File: config.mk
export PLATFORM = sky130hd
export DESIGN_NAME = uart_tx_frame
export DESIGN_NICKNAME = d
export VERILOG_FILES = /design/src/rtl/uart_tx_frame.sv
export SDC_FILE = /design/constraint.sdc
export NUM_CORES = 1
export LEC_CHECK = 0
export CAP_MARGIN = 20
export CORE_MARGIN = 4
export CORE_UTILIZATION = 50
export DETAILED_ROUTE_END_ITERATION = 8
export PLACE_DENSITY = 0.76
export SYNTH_ARGS = -nofsm -noshare
export SYNTH_HDL_FRONTEND = slang
export SYNTH_SLANG_ARGS = --single-unit
File: constraint.sdc
create_clock -name clk -period 4.7 [get_ports clk]
set_input_delay 1.41 -clock clk [delete_from_list [all_inputs] [get_ports clk]]
set_output_delay 1.41 -clock clk [all_outputs]
set_load 0.02 [all_outputs]
File: src/rtl/uart_tx_frame.sv
// UART transmitter: start bit, DATA_BITS data bits LSB first, optional parity,
// 1 or 2 stop bits, with a per-frame baud divisor latched at accept.
module uart_tx_frame #(
  parameter int DATA_BITS = 8,
  parameter int PARITY    = 0,
  parameter int STOP_BITS = 1,
  parameter int DIV_W     = 16
) (
  input  logic                 clk,
  input  logic                 rst,
  input  logic [DIV_W-1:0]     div,
  input  logic                 s_valid,
  input  logic [DATA_BITS-1:0] s_data,
  output logic                 s_ready,
  output logic                 txd,
  output logic                 busy,
  output logic                 done
);

  localparam int IDX_W = $clog2(DATA_BITS + 1);

  if (DATA_BITS < 5 || DATA_BITS > 9 || PARITY < 0 || PARITY > 2 ||
      (STOP_BITS != 1 && STOP_BITS != 2) || DIV_W < 1) begin : g_param_check
    $error("uart_tx_frame: illegal parameter value");
  end

  typedef enum logic [2:0] {S_IDLE, S_START, S_DATA, S_PAR, S_STOP} state_t;

  state_t               state, state_d;
  logic [DIV_W-1:0]     cnt, cnt_d;
  logic [DIV_W-1:0]     div_q, div_d;
  logic [IDX_W-1:0]     idx, idx_d;
  logic [DATA_BITS-1:0] sh, sh_d;
  logic                 par_q, par_d;
  logic                 txd_q, txd_d;
  logic                 done_q, done_d;
  logic                 term;

  function automatic logic parity_of(input logic [DATA_BITS-1:0] d);
    return (PARITY == 2) ? ^d : ~^d;
  endfunction

  function automatic logic [DIV_W-1:0] div_clamp(input logic [DIV_W-1:0] d);
    return (d == '0) ? DIV_W'(1) : d;
  endfunction

  assign term    = (cnt == div_q - DIV_W'(1));
  assign s_ready = (state == S_IDLE) & ~rst;
  assign busy    = (state != S_IDLE);
  assign txd     = txd_q;
  assign done    = done_q;

  // Control: state, bit/index counters, line and done registers
  always_ff @(posedge clk or posedge rst) begin
    if (rst) begin
      state  <= S_IDLE;
      cnt    <= '0;
      idx    <= '0;
      txd_q  <= 1'b1;
      done_q <= 1'b0;
    end else begin
      state  <= state_d;
      cnt    <= cnt_d;
      idx    <= idx_d;
      txd_q  <= txd_d;
      done_q <= done_d;
    end
  end

  // Datapath: shift register, parity and divisor, loaded at accept
  always_ff @(posedge clk) begin
    sh    <= sh_d;
    par_q <= par_d;
    div_q <= div_d;
  end

  always_comb begin
    state_d = state;
    cnt_d   = cnt;
    idx_d   = idx;
    sh_d    = sh;
    par_d   = par_q;
    div_d   = div_q;
    txd_d   = txd_q;
    done_d  = 1'b0;
    case (state)
      S_IDLE: begin
        txd_d = 1'b1;
        if (s_valid) begin
          sh_d    = s_data;
          par_d   = parity_of(s_data);
          div_d   = div_clamp(div);
          cnt_d   = '0;
          idx_d   = '0;
          state_d = S_START;
          txd_d   = 1'b0;
        end
      end
      S_START: begin
        if (term) begin
          cnt_d   = '0;
          state_d = S_DATA;
          txd_d   = sh[0];
        end else begin
          cnt_d = cnt + DIV_W'(1);
        end
      end
      S_DATA: begin
        if (term) begin
          cnt_d = '0;
          if (idx == IDX_W'(DATA_BITS - 1)) begin
            idx_d = '0;
            if (PARITY != 0) begin
              state_d = S_PAR;
              txd_d   = par_q;
            end else begin
              state_d = S_STOP;
              txd_d   = 1'b1;
            end
          end else begin
            idx_d = idx + IDX_W'(1);
            sh_d  = sh >> 1;
            txd_d = sh[1];
          end
        end else begin
          cnt_d = cnt + DIV_W'(1);
        end
      end
      S_PAR: begin
        if (term) begin
          cnt_d   = '0;
          idx_d   = '0;
          state_d = S_STOP;
          txd_d   = 1'b1;
        end else begin
          cnt_d = cnt + DIV_W'(1);
        end
      end
      S_STOP: begin
        txd_d = 1'b1;
        if (term) begin
          cnt_d = '0;
          // idx counts stop bits here; the last one closes the frame
          if (idx == IDX_W'(STOP_BITS - 1)) begin
            idx_d   = '0;
            state_d = S_IDLE;
            done_d  = 1'b1;
          end else begin
            idx_d = idx + IDX_W'(1);
          end
        end else begin
          cnt_d = cnt + DIV_W'(1);
        end
      end
      default: begin
        state_d = S_IDLE;
        txd_d   = 1'b1;
      end
    endcase
  end

endmodule

==> run_results.csv, run 1 <==
group,metric,value,unit
outcome,status,"completed",
yosys,synth_edf_count,24,
clocking,clk_pin_slew,0.09,ns
critical_path,required,3.29,ns
clocking,cts_tree,"done",
critical_path,crit-reg2reg-launch,"div_q[0]",
yosys,synth_area_per_cell,9.81,sq um
critical_path,arrival,2.54,ns
global_route,antenna_found_initial,0,
power,powerDensity,289,mW/mm^2
yosys,synth_nets,343,
detailed_routing,wl_per_cell,15.8,um
yosys,synth_top_flop_cell,"edfxtp_1",
floorplanning,io_pins,31,
yosys,synth_cell_types,60,
power,pwr-share-seq,0.539,
job,cap_violations,0,
timing,setup_viol,0,
clocking,hold_buffers,0,
detailed_routing,dr.pass1.iters,5,
timing,period_minus_slack,3.95,ns
finish,synthToLayoutAreaGrowth,13.5,%
power,power,1000,uW
power,power.internal,717,uW
power,p_leak,0.00130,uW
power,ir_drop,201,uV
timing,relSlewSlack,0.441,
yosys,yosysTopAreaCell,"edfxtp_1",
detailed_routing,drc,0,
global_route,grt_pass1_wl,10.8,mm
critical_path,endpoint_kind,"output pin",
detailed_routing,routed_via_density,5.98,
placement,dpl_cell_area,0.00336,sq mm
power,switchingPower,288,uW
detailed_routing,wl,6.33,mm
finish,fin_nets,355,
clocking,cts_setup_buffers,0,
power,clockPowerShare,0.245,
floorplanning,die_w,86.2,um
detailed_routing,antenna_left,0,
placement,io_buffers,30,
yosys,yosys_warnings,0,
finish,antenna_cells,0,
power,p_comb_frac,0.216,
timing,skew,0.00921,ns
critical_path,crit_start,"rst",
global_route,grt_usage,0.181,
floorplanning,start_util,0.517,
clocking,clkLatencyLatePin,0.31,ns
detailed_routing,vias,2391,
critical_path,cp-start-kind,"input pin",
clocking,post_cts_resized,0,
clocking,h-tree-depth,2,
critical_path,critPathMaxFanout,2,
placement,hpwl,4.62,mm
clocking,clock-sinks,49,
yosys,yosysSeqAreaShare,0.440,
timing,max_freq,253,MHz
critical_path,reg2reg_slack,0.94,ns
yosys,syn_inst,312,
clocking,clock_path_buffers,2,
placement,gp_congestion,0.903,
finish,fin_area,0.00347,sq mm
power,netSwitchingFraction,0.287,
global_route,grt_overflow,0,
yosys,synth_top_area_frac,0.236,
clocking,cts_root_buf,"clkbuf_8",
clocking,numCtsBuffers,5,
yosys,netlist_top_cells_area,"edfxtp_1 (24%), dfrtp_1 (20%), xnor2_1 (6.9%)",
floorplanning,core_area,0.00592,sq mm
critical_path,r2r-end,"sh[5]",
timing,rsz0062_at_grt,"no",
floorplanning,die_y,86.2,um
timing,finalCritPeriodShare,0.839,
timing,slew_violations,0,
timing,tightest_slew,0.839,ns
timing,hold_viol,0,
critical_path,r2r_cells,10,
timing,setup_tns,0,ns
floorplanning,row_count,28,
yosys,yosysMostFrequentCell,"clkbuf_1",
yosys,synth_common_cells,"clkbuf_1 (26), dfrtp_1 (24), edfxtp_1 (24), nand2_1 (24), xnor2_1 (24)",
detailed_routing,drt_iter0_markers,182,
finish,layout-drive-gt1-share,0.0892,
global_route,grt_max_degree,26,
yosys,synthArstFlopShare,0.510,
critical_path,worstSetupPathType,"input pin to output pin",
yosys,netlist_area,0.00306,sq mm
hold_path,hp-class,"register to register",
floorplanning,dieArea,0.00743,sq mm
critical_path,critPathCapture,"s_ready",
global_route,grt_pass1_vias,2242,
yosys,synth_seq_cells,49,
[area by class of cell]
class / instances / area (sq um)
clock buffers: 5 / 68.8
clock inverters: 3 / 17.5
fillers: 502 / 2450
inverters: 14 / 52.6
multi-input cells: 220 / 1540
flip-flops and latches: 49 / 1350
well taps: 75 / 93.8
repair buffers: 34 / 350
[worst min path at each step]
stage            from  endpoint  slack [ns]  depth (start not counted)
2_1_floorplan  idx[2]    idx[2]        0.50                          1
3_3_place_gp    sh[4]     sh[3]        0.53                          1
3_5_place_dp    sh[2]     sh[1]        0.54                          1
4_1_cts        idx[2]    idx[2]        0.56                          1
5_1_grt         sh[3]     sh[2]        0.58                          1
6_report        sh[2]     sh[1]        0.55                          1
[critical path: stages]
cell and delay [ns]:
clkdlybuf4s50_1 0.42, nor2_1 0.10, clkdlybuf4s50_1 0.60
[per-stage QoR]
step	setup slack, ns	hold WS (ns)	cells	utilization
2_1_floorplan	1.49	0.504	312	-
3_3_place_gp	0.754	0.526	391	0.567
3_5_place_dp	0.751	0.536	391	0.567
4_1_cts	0.745	0.557	399	0.582
5_1_grt	0.729	0.575	400	0.586
6_report	0.755	0.553	400	0.586
[kinds of logic after synthesis]
| group | count (synthesis) | share of synthesized area |
|---|---|---|
| DFF | 49 | 0.440 |
| adders and majority gates | 4 | 0.0164 |
| xor gates and xnor gates | 31 | 0.0888 |
| AOI/OAI and AO/OA | 53 | 0.137 |
| buffers and inverters | 43 | 0.0560 |
| muxes | 11 | 0.0393 |
| and+or+nand+nor | 121 | 0.222 |
[state kept, by name, summed over array words and instances (netlist names)]
register	flops
state	3
cnt	16
done	1
txd	1
idx	4
div_q	16
sh	8
[cells in the final DEF (no fill, tap or decap), types with 3 or more instances in the layout]
cell type	n
clkdlybuf4s50_1	30
nand2b_1	3
xnor2_1	24
nor2_1	16
o21a_1	3
buf_4	3
mux2i_1	3
nor3_1	10
and2_1	3
edfxtp_1	24
nand2_1	24
a31oi_1	4
nor4_1	7
o211ai_1	3
clkbuf_8	5
ha_1	4
nand3b_1	3
inv_1	14
nor2b_1	5
nand4_1	7
xor2_1	7
or3_1	6
o21ai_0	8
nand3_1	12
a21oi_1	6
dfrtp_1	24
and3_1	13
mux2_2	8
[power by group through the flow]
| stage | Combinational, uW | Sequential [uW] | Clock, uW |
|---|---|---|---|
| 2_1_floorplan | 169 | 535 | 0 |
| 3_3_place_gp | 206 | 549 | 0 |
| 3_5_place_dp | 214 | 551 | 0 |
| 4_1_cts | 215 | 541 | 257 |
| 5_1_grt | 243 | 550 | 274 |
| 6_report | 217 | 542 | 246 |
[routing by layer]
metal,global-route usage,share of wire,up-vias
li1,-,-,1160
met1,0.270,0.48,1144
met2,0.275,0.46,81
met3,0.0352,0.054,6
met4,0.0382,0.0076,0
met5,0,0,-
Note: power is estimated with default switching activity, not from simulation.
==> inputs of run 2 (changes only) <==
PLACE_DENSITY = 0.78   (was 0.76)
clock period = 3.4 ns   (was 4.7 ns; I/O delays follow)
==> run 2 against run 1 <==
Net effect:
- highest routed layer unchanged
- critical endpoint unchanged
- largest cell class unchanged
- routed wire length up 3.4%
- clock-buffer cell count up 2
- critical path type unchanged
- power up 39%
==> run_results.csv, run 2 (synthesis results as in run 1) <==
group,metric,value,unit
hold_path,hp-class,"register to register",
timing,hold_viol,0,
clocking,hold_buffers,0,
timing,setup_tns,0,ns
power,power.internal,993,uW
critical_path,cp-start-kind,"input pin",
floorplanning,die_y,86.2,um
clocking,clock_path_buffers,2,
critical_path,endpoint_kind,"output pin",
timing,setup_viol,0,
finish,fin_area,0.00350,sq mm
outcome,status,"completed",
clocking,clkLatencyLatePin,0.31,ns
power,pwr-share-seq,0.535,
placement,io_buffers,30,
clocking,cts_tree,"done",
critical_path,worstSetupPathType,"input pin to output pin",
finish,synthToLayoutAreaGrowth,14.5,%
finish,layout-drive-gt1-share,0.105,
critical_path,critPathMaxFanout,2,
clocking,clk_pin_slew,0.10,ns
global_route,grt_overflow,0,
global_route,grt_pass1_vias,2379,
placement,hpwl,4.97,mm
detailed_routing,antenna_left,0,
floorplanning,core_area,0.00592,sq mm
floorplanning,row_count,28,
floorplanning,io_pins,31,
finish,fillers,520,
timing,max_freq,315,MHz
global_route,grt_usage,0.186,
detailed_routing,drc,0,
clocking,numCtsBuffers,5,
timing,relSlewSlack,0.527,
timing,period_minus_slack,3.17,ns
power,netSwitchingFraction,0.290,
finish,fin_nets,362,
power,p_comb_frac,0.216,
job,cap_violations,0,
power,ir_drop,193,uV
timing,rsz0062_at_grt,"no",
global_route,grt_max_degree,26,
timing,tightest_slew,0.709,ns
power,clockPowerShare,0.249,
finish,top_regs,"cnt: 16 flops, div_q: 16 flops, sh: 8 flops",
finish,antenna_cells,0,
finish,final_cell_mix,"clkdlybuf4s50_1 (30), xnor2_1 (24), nand2_1 (24), dfrtp_1 (24), edfxtp_1 (24)",
detailed_routing,vias,2384,
timing,slew_violations,0,
timing,skew,0.0118,ns
power,switchingPower,406,uW
clocking,h-tree-depth,2,
power,p_leak,0.00132,uW
clocking,clock-sinks,49,
critical_path,arrival,2.15,ns
clocking,cts_root_buf,"clkbuf_8",
power,powerDensity,399,mW/mm^2
detailed_routing,wl,6.55,mm
placement,dpl_cell_area,0.00342,sq mm
placement,gp_congestion,0.892,
global_route,antenna_found_initial,0,
detailed_routing,drt_iter0_markers,153,
critical_path,required,2.38,ns
timing,finalCritPeriodShare,0.932,
floorplanning,die_w,86.2,um
detailed_routing,routed_via_density,5.86,
floorplanning,dieArea,0.00743,sq mm
floorplanning,start_util,0.517,
detailed_routing,dr.pass1.iters,4,
global_route,grt_pass1_wl,11.1,mm
finish,final_common_cell,"clkdlybuf4s50_1",
detailed_routing,wl_per_cell,16.1,um
run 2: changes by cell type in the layout (fill, tap and decap cells not counted):
cell	change
ha_1	-1
clkinv_2	-2
clkbuf_1	+2
buf_16	-1
buf_4	+8
ha_2	+1
run 2: path summary, 6_finish.rpt:
path / slack, ns / start / end / depth (start not counted)
worst max-delay path: 0.23 / rst / s_ready / 3
worst min-delay path: 0.55 / sh[3] / sh[2] / 1
worst max register to register: 0.25 / div_q[0] / sh[5] / 10
worst min register to register: 0.55 / sh[3] / sh[2] / 1
max in group asynchronous: 2.02 / rst / txd / 3
min in group asynchronous: 1.09 / rst / state[1] / 3
run 2: final cells by class:
class                           instances  area, sq um  area share
Clock buffer                            7         76.3      0.0218
Clock inverter                          1         7.51     0.00214
Inverter                               14         52.6      0.0150
Multi-Input combinational cell        220         1540       0.440
Sequential cell                        49         1350       0.385
Tap cell                               75         93.8      0.0268
Timing Repair Buffer                   41          383       0.109
run 2: metrics by stage:
stage                     hold slack [ns]  worst slack [ns]  total power (uW)  std cells  utilization
after floorplan                     0.504             0.191               972        312            -
after global placement              0.527             0.231              1050        399        0.577
after detailed placement            0.538             0.169              1060        399        0.577
after CTS                           0.558             0.147              1410        407        0.591
after global routing                0.571             0.100              1480        407        0.592
final                               0.551             0.230              1400        407        0.592
run 2: routing by layer:
| metal | vias to the layer above | share of wire | GRT usage |
|---|---|---|---|
| met5 | - | 0 | 0 |
| met4 | 0 | 0.019 | 0.0680 |
| met3 | 10 | 0.051 | 0.0333 |
| met2 | 56 | 0.48 | 0.299 |
| met1 | 1148 | 0.45 | 0.253 |
| li1 | 1170 | - | - |
run 2: timing repair:
action,4_1_cts,5_1_grt
gates resized for setup,0,1
setup endpoints to repair,0,9
setup buffers,0,0
run 2: power groups by stage:
| stage | Sequential (uW) | Combinational (uW) | Clock [uW] |
|---|---|---|---|
| 5_1_grt | 760 | 335 | 382 |
| 3_3_place_gp | 760 | 289 | 0 |
| 3_5_place_dp | 763 | 302 | 0 |
| 2_1_floorplan | 739 | 233 | 0 |
| 6_report | 749 | 302 | 348 |
| 4_1_cts | 750 | 304 | 354 |
run 2: worst max-delay path: stages:
cell             delay [ns]
clkdlybuf4s50_1        0.42
nor2_1                 0.10
clkdlybuf4s50_1        0.61
